`src/rtl/shift_seq.sv`:
```
// Multi-cycle barrel shifter: one conditional 2^k stage per cycle (k = 4..0), then a DONE cycle.
// Optional rotate-right for mode 11 is enabled by defining SHIFT_SEQ_ROTATE_EN.
module shift_seq (
    input  logic        clk,
    input  logic        rst,
    input  logic        start,
    input  logic [31:0] a,
    input  logic [4:0]  shamt,
    input  logic [1:0]  mode,
    output logic        busy,
    output logic        done,
    output logic [31:0] result
);

    typedef enum logic [1:0] {
        S_IDLE  = 2'd0,
        S_SHIFT = 2'd1,
        S_DONE  = 2'd2
    } state_t;

    localparam logic [1:0] MODE_SRL = 2'b00;
    localparam logic [1:0] MODE_SLL = 2'b01;
    localparam logic [1:0] MODE_SRA = 2'b10;
    localparam logic [1:0] MODE_ROR = 2'b11;

    state_t      r_state;
    state_t      w_next_state;
    logic        r_busy;
    logic        r_done;
    logic        w_busy_d;
    logic        w_done_d;

    logic [2:0]  r_stage;
    logic [4:0]  r_shamt;
    logic [1:0]  r_mode;
    logic [31:0] r_work;
    logic [31:0] r_result;

    logic [5:0]  w_amt;
    logic [31:0] w_stage_val;
    logic [31:0] w_final;

    // State register; busy/done are registered copies of the output logic.
    always_ff @(posedge clk) begin
        // NOTE: sequential state uses non-blocking assignments so every register
        // samples pre-edge values regardless of statement order.
        if (rst) begin
            r_state <= S_IDLE;
            r_busy  <= 1'b0;
            r_done  <= 1'b0;
        end else begin
            r_state <= w_next_state;
            r_busy  <= w_busy_d;
            r_done  <= w_done_d;
        end
    end

    always_comb begin
        // NOTE: default assignment first so no path leaves the signal unassigned
        // (which would infer a latch).
        w_next_state = r_state;
        case (r_state)
            S_IDLE:  if (start) w_next_state = S_SHIFT;
            S_SHIFT: if (r_stage == 3'd0) w_next_state = S_DONE;
            S_DONE:  w_next_state = S_IDLE;
            default: w_next_state = S_IDLE;
        endcase
    end

    always_comb begin
        w_busy_d = (w_next_state != S_IDLE);
        w_done_d = (r_state == S_DONE);
    end

    // One stage of the shift network: distance 2^k for the current stage index.
    always_comb begin
        w_amt = 6'd1 << r_stage;
        case (r_mode)
            MODE_SRL: w_stage_val = r_work >> w_amt;
            MODE_SLL: w_stage_val = r_work << w_amt;
            MODE_SRA: w_stage_val = $unsigned($signed(r_work) >>> w_amt);
`ifdef SHIFT_SEQ_ROTATE_EN
            MODE_ROR: w_stage_val = (r_work >> w_amt) | (r_work << (6'd32 - w_amt));
`else
            MODE_ROR: w_stage_val = r_work;
`endif
            default:  w_stage_val = r_work;
        endcase
    end

`ifdef SHIFT_SEQ_ROTATE_EN
    assign w_final = r_work;
`else
    // Reserved mode still runs the full sequence but reports zero.
    assign w_final = (r_mode == MODE_ROR) ? 32'h0 : r_work;
`endif

    always_ff @(posedge clk) begin
        if (rst) begin
            r_stage  <= 3'd4;
            r_shamt  <= 5'd0;
            r_mode   <= MODE_SRL;
            r_work   <= 32'h0;
            r_result <= 32'h0;
        end else begin
            case (r_state)
                S_IDLE: begin
                    if (start) begin
                        r_work  <= a;
                        r_shamt <= shamt;
                        r_mode  <= mode;
                        r_stage <= 3'd4;
                    end
                end
                S_SHIFT: begin
                    if (r_shamt[r_stage]) r_work <= w_stage_val;
                    if (r_stage != 3'd0) r_stage <= r_stage - 3'd1;
                end
                S_DONE: begin
                    r_result <= w_final;
                    r_stage  <= 3'd4;
                end
                default: r_stage <= 3'd4;
            endcase
        end
    end

    assign busy   = r_busy;
    assign done   = r_done;
    assign result = r_result;

endmodule
```
`config.mk`:
```
export PLATFORM = sky130hd
export DESIGN_NAME = shift_seq
export DESIGN_NICKNAME = d
export VERILOG_FILES = /design/src/rtl/shift_seq.sv
export SDC_FILE = /design/constraint.sdc
export NUM_CORES = 1
export LEC_CHECK = 0
export ABC_AREA = 1
export CAP_MARGIN = 15
export CORE_MARGIN = 2
export CORE_UTILIZATION = 40
export CTS_CLUSTER_SIZE = 40
export DETAILED_ROUTE_END_ITERATION = 7
export GPL_TIMING_DRIVEN = 0
export RECOVER_POWER = 100
export SYNTH_ARGS = -nofsm -noshare
export SYNTH_HDL_FRONTEND = slang
export SYNTH_SLANG_ARGS = --single-unit
```
`constraint.sdc`:
```
create_clock -name clk -period 2.2 [get_ports clk]
set_clock_uncertainty 0.2 [all_clocks]
set_input_delay 0.22 -clock clk [delete_from_list [all_inputs] [get_ports clk]]
set_output_delay 0.22 -clock clk [all_outputs]
set_load 0.005 [all_outputs]
```
==> metrics.txt, run 1 <==
# TYPE chip_impl_metric gauge
chip_impl_info{name="outcome",value="finished, violations left"} 1
chip_impl_info{name="violations_in_the_final_reports",value="setup timing"} 1
chip_impl_metric{name="antenna_violations_before_repair",unit=""} 0
chip_impl_metric{name="design.core.area",unit="mm^2"} 0.01933
chip_impl_metric{name="number_of_instances_in_the_synthesized_netlist",unit=""} 1421
chip_impl_info{name="worst_setup_path_end_kind",value="register"} 1
chip_impl_info{name="cp-startpoint",value="r_stage[2]$_SDFFE_PP1P_"} 1
chip_impl_metric{name="utilization_of_the_core_after_routing",unit=""} 0.5375
chip_impl_metric{name="i_o_pins",unit=""} 76
chip_impl_metric{name="vias_per_cell",unit=""} 5.682
chip_impl_metric{name="routedWlPerCell",unit="um"} 22.02
chip_impl_info{name="r2r_start",value="r_stage[2]$_SDFFE_PP1P_"} 1
chip_impl_metric{name="synthesis.yosys.warnings",unit=""} 0
chip_impl_metric{name="fmax",unit="GHz"} 0.3814
chip_impl_info{name="critical-path-top-cell-by-count",value="nand2_1"} 1
chip_impl_metric{name="dr.first_iter.drc_count",unit=""} 1245
chip_impl_metric{name="drt_first_pass_iters",unit=""} 6
chip_impl_metric{name="die_h",unit="um"} 143.7
chip_impl_metric{name="grt_start_max_net_pins",unit=""} 14
chip_impl_metric{name="design_area",unit="mm^2"} 0.01039
chip_impl_metric{name="cellPowerDensity",unit="mW/mm^2"} 686.9
chip_impl_metric{name="cts_buffers",unit=""} 9
chip_impl_metric{name="final_nets",unit=""} 1578
chip_impl_metric{name="cap_violations",unit=""} 0
chip_impl_metric{name="synth.yosys.seq_area_share",unit=""} 0.1999
chip_impl_metric{name="setup-violations-final",unit=""} 32
chip_impl_metric{name="diodes",unit=""} 0
chip_impl_metric{name="placementRows",unit=""} 51
chip_impl_metric{name="total_vias_in_the_final_route",unit=""} 10220
chip_impl_metric{name="pre_cts_slack",unit="ns"} -0.8298
chip_impl_metric{name="cell_area_after_synthesis",unit="mm^2"} 0.007810
chip_impl_metric{name="timing.final.hold_violations",unit=""} 0
chip_impl_metric{name="grt_use_total",unit=""} 0.3842
chip_impl_metric{name="drc",unit=""} 0
chip_impl_metric{name="die_width",unit="um"} 143.7
chip_impl_metric{name="clock_latency",unit="ns"} 0.35
chip_impl_metric{name="worst_slew_margin_rel",unit=""} 0.4168
chip_impl_info{name="tritoncts",value="yes"} 1
chip_impl_info{name="critical-path-slowest-cell",value="dfxtp_1"} 1
chip_impl_metric{name="post_route_cells_drive_above_1_share",unit=""} 0.2237
chip_impl_metric{name="synth_cell_type_count",unit=""} 40
chip_impl_metric{name="power.ir.vdd_worst",unit="mV"} 0.5052
chip_impl_metric{name="number_of_global_route_vias_before_repair",unit=""} 9388
chip_impl_info{name="category_of_the_critical_setup_timing_path",value="reg -> reg"} 1
chip_impl_metric{name="synthesis.nets",unit=""} 1471
chip_impl_metric{name="ant_nets",unit=""} 0
chip_impl_metric{name="period_minus_slack",unit="ns"} 2.622
chip_impl_info{name="hold_path.class",value="in -> reg"} 1
chip_impl_metric{name="worst_pin_slew",unit="ns"} 0.8748
chip_impl_metric{name="critical_path.max_fanout",unit=""} 10
chip_impl_info{name="grt_setup_unrepaired",value="true"} 1
chip_impl_metric{name="numClockSinks",unit=""} 78
chip_impl_metric{name="post-route-period-util",unit=""} 1.192
chip_impl_metric{name="worst_path_largest_cell_delay",unit="ns"} 0.30
chip_impl_metric{name="globalplace.congestion",unit=""} 1.032
chip_impl_metric{name="floorplan.initialDensity",unit=""} 0.4039
chip_impl_info{name="cts_root_buffer",value="clkbuf_16"} 1
chip_impl_metric{name="final-max-slew-violation-count",unit=""} 0
chip_impl_metric{name="timing.critical_path.required",unit="ns"} 2.20
chip_impl_metric{name="leakagePower",unit="nW"} 4.890
chip_impl_metric{name="synthToLayoutAreaGrowth",unit="%"} 33.07
chip_impl_metric{name="buffer_ports.inserted",unit=""} 74
chip_impl_metric{name="final.setup.worst_slack",unit="ns"} -0.4221
chip_impl_info{name="chain_of_cells_forming_the_critical_path",value="buf_6 -> inv_8 -> buf_12 -> nand2_8 -> inv_4 -> buf_4 -> buf_4 -> nand3_1 -> nand2_1 -> nand2_1 -> o2111ai_2 -> nand2_1 -> nand2_1 -> nand2_2 -> nand2_1 -> a21oi_1"} 1
chip_impl_metric{name="cts-root-to-sink-buffers",unit=""} 2
chip_impl_info{name="worst_setup_path_start_kind",value="register"} 1
chip_impl_metric{name="grt.overflow.total",unit=""} 0
chip_impl_metric{name="place.detailed.hpwl",unit="um"} 31530
chip_impl_metric{name="dieArea",unit="mm^2"} 0.02066
chip_impl_metric{name="drt_wl_total",unit="um"} 39600
chip_impl_metric{name="synth_seq_cells",unit=""} 78
chip_impl_metric{name="power.total",unit="mW"} 7.138
chip_impl_metric{name="syn-mean-instance-area",unit="um^2"} 5.496
chip_impl_metric{name="worst_setup_hold_path_clk_slew",unit="ns"} 0.06
chip_impl_metric{name="dpl-instance-area",unit="mm^2"} 0.008897
chip_impl_metric{name="wire_length_of_the_first_global_routing_pass",unit="um"} 58070
chip_impl_metric{name="cp_data_arrival_time",unit="ns"} 2.63
chip_impl_metric{name="clock_tree.htree_level_count",unit=""} 3
chip_impl_info{name="holdCritStartpoint",value="rst"} 1
==> placed cells by master, fill, tap and decap left out, types with 6 or more instances in the layout <==
cell / n
nand2_4: 13
nand3_2: 61
buf_2: 17
buf_4: 34
dfxtp_1: 76
o21ai_1: 12
buf_8: 7
nor2_2: 6
o31ai_1: 35
clkbuf_1: 34
nor2_1: 89
buf_6: 14
dlygate4sd3_1: 34
o21ai_2: 8
a31oi_1: 7
inv_2: 11
inv_1: 90
nand3_1: 217
clkdlybuf4s50_1: 40
a21oi_2: 9
o21ai_0: 22
nand3_4: 12
nand4_1: 7
nand2_2: 94
nand2_1: 462
a21oi_1: 46
clkbuf_16: 9
==> metrics by stage <==
stage          hold slack [ns]  TNS (ns)  cells
6_report                0.2079    -10.62   1798
5_1_grt                 0.2531    -14.35   1798
4_1_cts                 0.2060    -9.819   1791
3_5_place_dp            0.2575    -23.48   1760
3_3_place_gp            0.2540    -23.72   1760
2_1_floorplan           0.1549         0   1421
==> cell usage after synthesis (all sizes together) <==
| cell type | n | share of area |
|---|---|---|
| nand4 | 7 | 0.0056 |
| o31ai | 37 | 0.037 |
| o21ai | 43 | 0.029 |
| nand3b | 1 | 0.00096 |
| ha | 8 | 0.013 |
| and2 | 1 | 0.00080 |
| nand2 | 570 | 0.28 |
| inv | 109 | 0.054 |
| dfxtp | 78 | 0.20 |
| nor3 | 3 | 0.0019 |
| o22ai | 1 | 0.00080 |
| a31oi | 7 | 0.0056 |
| o2111ai | 4 | 0.0045 |
| o211ai | 5 | 0.0048 |
| nor2 | 101 | 0.053 |
| or2 | 1 | 0.00080 |
| nor4 | 1 | 0.0027 |
| buf | 58 | 0.049 |
| nand3 | 290 | 0.20 |
| a21oi | 56 | 0.038 |
| clkbuf | 40 | 0.019 |
==> path summary, 6_finish.rpt <==
path / cells past startpoint / end / slack [ns]
setup / recovery: 16 / r_work[18]$_SDFFE_PP0P_ / -0.42
hold / removal: 2 / r_work[1]$_SDFFE_PP0P_ / 0.21
setup reg to reg: 16 / r_work[18]$_SDFFE_PP0P_ / -0.42
hold reg to reg: 2 / r_work[11]$_SDFFE_PP0P_ / 0.27
==> per-layer routing <==
metal	share of wire	GRT usage
met4	0.047	0.1481
met5	0	0
met2	0.44	0.5895
met3	0.10	0.09630
met1	0.41	0.5170
==> power by group <==
group          leakage [nW]  switching, mW  total (mW)  internal (mW)
Clock                 0.160          0.597        1.62           1.03
Sequential            0.638         0.0911        1.60           1.51
Combinational          4.09           2.69        3.91           1.22
Total                  4.89           3.37        7.14           3.76
==> kinds of logic after synthesis <==
family,count (synthesis),synth area share
simple gates,975,0.5465
buf+inv,207,0.1214
compound gates,153,0.1194
flops,78,0.1999
fa+ha+maj,8,0.01282
==> worst max-delay path, delay by kind of cell (launching register included) <==
kind | cells | cell delay (ns)
buf+inv | 6 | 0.95
simple gates | 8 | 0.81
flops | 1 | 0.30
compound gates | 2 | 0.19
==> sequential cells by signal, summed over array words and instances (netlist names) <==
name     cells
busy         1
done         1
r_mode       2
r_shamt      5
r_stage      3
r_state      2
r_work      32
result      32
==> timing repair <==
| action | CTS | global route |
|---|---|---|
| pin swaps | 42 | 27 |
| hold endpoints to repair | 0 | 0 |
| gates resized for setup | 217 | 78 |
| setup buffers | 14 | 7 |
| endpoints found under the setup margin | 32 | 34 |
| hold buffers | 0 | 0 |
| cloned | 1 | 0 |
==> cell type report <==
type	count	area, um^2
inverters	109	440.4
flip-flops and latches	78	1569
fillers	2111	8942
clock inverters	5	82.58
multi-input cells	1136	6095
clock buffers	11	242.7
repair buffers	96	930.9
well taps	265	331.6
plain buffers	98	700.7
No activity file was read; power rests on OpenSTA's default activity.
==> run 2, diff against run 1 <==
--- a/config.mk
+++ b/config.mk
@@ -5,7 +5,6 @@
 export SDC_FILE = /design/constraint.sdc
 export NUM_CORES = 1
 export LEC_CHECK = 0
-export ABC_AREA = 1
 export CAP_MARGIN = 15
 export CORE_MARGIN = 2
 export CORE_UTILIZATION = 40
==> run 2 against run 1 <==
  * The flow finishes with violations (DRC, setup timing)
  * Critical path depth shrank 9
  * Clock power about the same
  * Utilization increased by 7.1 points
  * Sequential power barely moved
  * Cell count fell by 19%
  * Combinational power grew 8.2%
  * Setup slack lost 0.35 ns
  * Non-clock buffer count grew 96
  * Die area increased by 2.7%
  * Largest power group unchanged
  * Synthesized cell count shrank 28%
  * Wire length rose by 28%
  * Via count increased by 5.4%
==> metrics.txt, run 2 <==
# TYPE chip_impl_metric gauge
chip_impl_metric{name="power.ir.vdd_worst",unit="mV"} 0.4380
chip_impl_metric{name="setup-violations-final",unit=""} 32
chip_impl_metric{name="timing.final.hold_violations",unit=""} 0
chip_impl_metric{name="numClockSinks",unit=""} 78
chip_impl_info{name="cts_root_buffer",value="clkbuf_16"} 1
chip_impl_info{name="synth_top_family_by_area",value="compound AO/OA/AOI/OAI gates"} 1
chip_impl_metric{name="globalplace.congestion",unit=""} 1.106
chip_impl_metric{name="cap_violations",unit=""} 0
chip_impl_info{name="yosys.cell_count.top_type",value="nand2_1"} 1
chip_impl_metric{name="synth-simple-area-share",unit=""} 0.2047
chip_impl_info{name="synth_largest_area_cell",value="dfxtp_1"} 1
chip_impl_info{name="chain_of_cells_forming_the_critical_path",value="clkbuf_1 -> nand3b_1 -> a21boi_1 -> mux4_2 -> nand2_1 -> a22oi_1 -> a2111oi_2"} 1
chip_impl_info{name="grt_setup_unrepaired",value="true"} 1
chip_impl_metric{name="worst_pin_slew",unit="ns"} 0.9887
chip_impl_metric{name="drt_wl_total",unit="um"} 50780
chip_impl_metric{name="drc",unit=""} 2
chip_impl_metric{name="post-synth-top-area-fraction",unit=""} 0.1946
chip_impl_metric{name="critical_path.max_fanout",unit=""} 10
chip_impl_metric{name="worst_slew_margin_rel",unit=""} 0.3409
chip_impl_info{name="outcome",value="finished, violations left"} 1
chip_impl_metric{name="regToRegSetupSlack",unit="ns"} -0.77
chip_impl_info{name="worst_setup_path_end_kind",value="register"} 1
chip_impl_metric{name="power.total",unit="mW"} 7.485
chip_impl_metric{name="min_delay_path_depth",unit=""} 3
chip_impl_metric{name="synth-adder-area-share",unit=""} 0.01247
chip_impl_metric{name="i_o_pins",unit=""} 76
chip_impl_metric{name="clock_latency",unit="ns"} 0.37
chip_impl_metric{name="cellPowerDensity",unit="mW/mm^2"} 627.4
chip_impl_metric{name="accumulated_negative_setup_slack",unit="ns"} -21.04
chip_impl_info{name="critical-path-slowest-cell",value="mux4_2"} 1
chip_impl_metric{name="instances_no_fill",unit=""} 1464
chip_impl_metric{name="ant_nets",unit=""} 0
chip_impl_metric{name="routedWlPerCell",unit="um"} 34.69
chip_impl_info{name="rr_endpoint",value="r_work[20]$_SDFFE_PP0P_"} 1
chip_impl_metric{name="post_synth_mux_area_share",unit=""} 0.1689
chip_impl_info{name="tritoncts",value="yes"} 1
chip_impl_metric{name="post-route-period-util",unit=""} 1.350
chip_impl_metric{name="dr.first_iter.drc_count",unit=""} 1963
chip_impl_metric{name="synthToLayoutAreaGrowth",unit="%"} 48.68
chip_impl_info{name="r2r_start",value="r_work[9]$_SDFFE_PP0P_"} 1
chip_impl_metric{name="grt_start_max_net_pins",unit=""} 14
chip_impl_metric{name="place.detailed.hpwl",unit="um"} 35140
chip_impl_metric{name="final_nets",unit=""} 1243
chip_impl_metric{name="timing.critical_path.required",unit="ns"} 2.23
chip_impl_metric{name="grt.overflow.total",unit=""} 0
chip_impl_metric{name="holdBufCountCts",unit=""} 0
chip_impl_metric{name="die_width",unit="um"} 145.6
chip_impl_metric{name="critPathBufInv",unit=""} 1
chip_impl_metric{name="buffer_ports.inserted",unit=""} 74
chip_impl_metric{name="yosys.area_share.xor_xnor",unit=""} 0
chip_impl_info{name="destination_of_the_worst_hold_path",value="r_mode[1]$_SDFFE_PP0P_"} 1
chip_impl_metric{name="place_inst",unit=""} 1358
chip_impl_metric{name="syn-mean-instance-area",unit="um^2"} 7.882
chip_impl_metric{name="synthesis.nets",unit=""} 1068
chip_impl_metric{name="cts_buffers",unit=""} 9
chip_impl_metric{name="final-max-slew-violation-count",unit=""} 0
chip_impl_info{name="violations_in_the_final_reports",value="DRC, setup timing"} 1
chip_impl_metric{name="antenna_violations_before_repair",unit=""} 1
chip_impl_metric{name="cts-root-to-sink-buffers",unit=""} 2
chip_impl_metric{name="synth.yosys.seq_area_share",unit=""} 0.1946
chip_impl_metric{name="drt_first_pass_iters",unit=""} 8
chip_impl_metric{name="grt_use_total",unit=""} 0.4600
chip_impl_info{name="synth.top_cells.by_area",value="dfxtp_1, mux4_2, mux2i_1"} 1
chip_impl_metric{name="complex_gate_fraction_of_the_synthesized_area",unit=""} 0.3250
chip_impl_metric{name="final.setup.worst_slack",unit="ns"} -0.7697
chip_impl_info{name="most_frequent_cells_in_the_layout",value="nand2_1, dfxtp_1, buf_4"} 1
chip_impl_info{name="synth.cells.most_frequent",value="nand2_1, dfxtp_1, a21oi_1"} 1
chip_impl_metric{name="number_of_instances_in_the_synthesized_netlist",unit=""} 1018
chip_impl_metric{name="die_h",unit="um"} 145.6
chip_impl_info{name="hold_path.class",value="in -> reg"} 1
chip_impl_metric{name="floorplan.initialDensity",unit=""} 0.4096
chip_impl_metric{name="vias_per_cell",unit=""} 7.355
chip_impl_metric{name="clock_tree.htree_level_count",unit=""} 3
chip_impl_metric{name="worst_setup_hold_path_clk_slew",unit="ns"} 0.07
chip_impl_metric{name="number_of_global_route_vias_before_repair",unit=""} 10130
chip_impl_info{name="layout.cells.most_common",value="nand2_1"} 1
chip_impl_metric{name="fillerInstances",unit=""} 1769
chip_impl_metric{name="total_vias_in_the_final_route",unit=""} 10770
chip_impl_info{name="worst_setup_path_start_kind",value="register"} 1
chip_impl_metric{name="synth_cell_type_count",unit=""} 86
chip_impl_metric{name="design.core.area",unit="mm^2"} 0.01959
chip_impl_metric{name="synth_async_sr_flop_share",unit=""} 0
chip_impl_metric{name="placementRows",unit=""} 51
chip_impl_info{name="category_of_the_critical_setup_timing_path",value="reg -> reg"} 1
chip_impl_info{name="holdCritStartpoint",value="mode[1]"} 1
chip_impl_metric{name="number_of_flops_mapped_to_enable_cells_by_yosys",unit=""} 0
chip_impl_metric{name="dieArea",unit="mm^2"} 0.02121
chip_impl_info{name="worst_path_dominant_cell_family",value="compound AO/OA/AOI/OAI gates"} 1
chip_impl_metric{name="total_number_of_cells_along_the_worst_setup_path",unit=""} 7
chip_impl_metric{name="worst_path_largest_cell_delay",unit="ns"} 0.64
chip_impl_metric{name="synthesis.yosys.warnings",unit=""} 0
chip_impl_metric{name="utilization_of_the_core_after_routing",unit=""} 0.6090
chip_impl_metric{name="period_minus_slack",unit="ns"} 2.970
chip_impl_metric{name="synth_seq_cells",unit=""} 78
chip_impl_metric{name="cp_data_arrival_time",unit="ns"} 3.00
chip_impl_info{name="dominantRegCellSynth",value="dfxtp_1"} 1
chip_impl_metric{name="rr_worst_depth",unit=""} 7
chip_impl_metric{name="fmax",unit="GHz"} 0.3367
chip_impl_metric{name="leakagePower",unit="nW"} 4.444
chip_impl_metric{name="wire_length_of_the_first_global_routing_pass",unit="um"} 71440
chip_impl_metric{name="cell_area_after_synthesis",unit="mm^2"} 0.008024
chip_impl_metric{name="post_route_cells_drive_above_1_share",unit=""} 0.3731
==> run 2: cell types whose count changed after synthesis, moves of 21 or more <==
cell / before / now
a211oi_1: 0 / 21
o21ai_0: 32 / 55
inv_1: 96 / 18
nand3_2: 21 / 0
nand2_1: 565 / 115
nor2_1: 96 / 69
o31ai_1: 36 / 5
a22o_1: 0 / 34
a21oi_1: 52 / 73
clkbuf_1: 40 / 69
nand3_1: 267 / 28
nor3_1: 3 / 28
mux2i_1: 0 / 45
mux4_2: 0 / 30
==> run 2: worst max path at each step <==
stage,from,endpoint,slack (ns)
global placement,r_stage[0]$_SDFFE_PP0P_,r_work[11]$_SDFFE_PP0P_,-1.43
finish,r_work[9]$_SDFFE_PP0P_,r_work[20]$_SDFFE_PP0P_,-0.77
global route,r_work[12]$_SDFFE_PP0P_,r_work[11]$_SDFFE_PP0P_,-0.79
CTS,r_stage[0]$_SDFFE_PP0P_,r_work[7]$_SDFFE_PP0P_,-0.67
detailed placement,r_stage[0]$_SDFFE_PP0P_,r_work[11]$_SDFFE_PP0P_,-1.42
floorplan,r_stage[0]$_SDFFE_PP0P_,r_work[17]$_SDFFE_PP0P_,-0.30
==> run 2: cells by family (layout without fill, tap and decap cells) <==
family	count (synthesis)	count (layout)
AO/OA/AOI/OAI	366	366
adder cells (fa/ha/maj)	8	8
buffers and inverters	146	326
flip-flops	78	78
multiplexers	90	90
other	0	1
AND/OR/NAND/NOR	330	330
==> run 2: timing repair <==
item / CTS / global route
gates resized for setup: 278 / 133
endpoints found under the setup margin: 69 / 65
setup buffers: 71 / 25
gates cloned: 5 / 0
pin swaps: 72 / 56
hold endpoints to repair: 0 / 0
==> run 2: where the power goes <==
| group | switching [mW] | internal, mW | total [mW] | leakage [nW] |
|---|---|---|---|---|
| registers | 0.110 | 1.51 | 1.62 | 0.638 |
| logic | 2.60 | 1.63 | 4.23 | 3.67 |
| clock network | 0.753 | 0.886 | 1.64 | 0.140 |
| total | 3.46 | 4.02 | 7.48 | 4.44 |
==> run 2: layout make-up <==
type / count / area (um^2) / area share
Buffer: 119 / 1008 / 0.08453
Clock inverter: 5 / 60.06 / 0.005034
Sequential cell: 78 / 1570 / 0.1316
Inverter: 20 / 80.08 / 0.006712
Tap cell: 265 / 331.6 / 0.02779
Antenna cell: 1 / 2.502 / 0.0002098
Multi-Input combinational cell: 794 / 6940 / 0.5818
Timing Repair Buffer: 171 / 1704 / 0.1428
Clock buffer: 11 / 232.7 / 0.01951
==> run 2: stage by stage <==
| step | instance area [um^2] | setup slack (ns) | hold WS (ns) |
|---|---|---|---|
| 2_1_floorplan | 8139 | -0.2958 | 0.1560 |
| 3_3_place_gp | 9211 | -1.432 | 0.2603 |
| 3_5_place_dp | 9223 | -1.419 | 0.2646 |
| 4_1_cts | 11360 | -0.6713 | 0.2052 |
| 5_1_grt | 11930 | -0.7880 | 0.2339 |
| 6_report | 11930 | -0.7697 | 0.1989 |
==> run 2: layer usage <==
| metal | track usage | up-vias | wire length [um] |
|---|---|---|---|
| li1 | - | 4265 | - |
| met1 | 0.5759 | 5081 | 18240 |
| met2 | 0.6652 | 1066 | 20620 |
| met3 | 0.1806 | 354 | 7565 |
| met4 | 0.2794 | 2 | 4328 |
| met5 | 0 | - | 24 |
==> run 2: worst register-to-register path: stages (launching register included) <==
cell and delay (ns):
dfxtp_1 0.31, clkbuf_1 0.62, nand3b_1 0.25, a21boi_1 0.21, mux4_2 0.64, nand2_1 0.12
a22oi_1 0.10, a2111oi_2 0.39
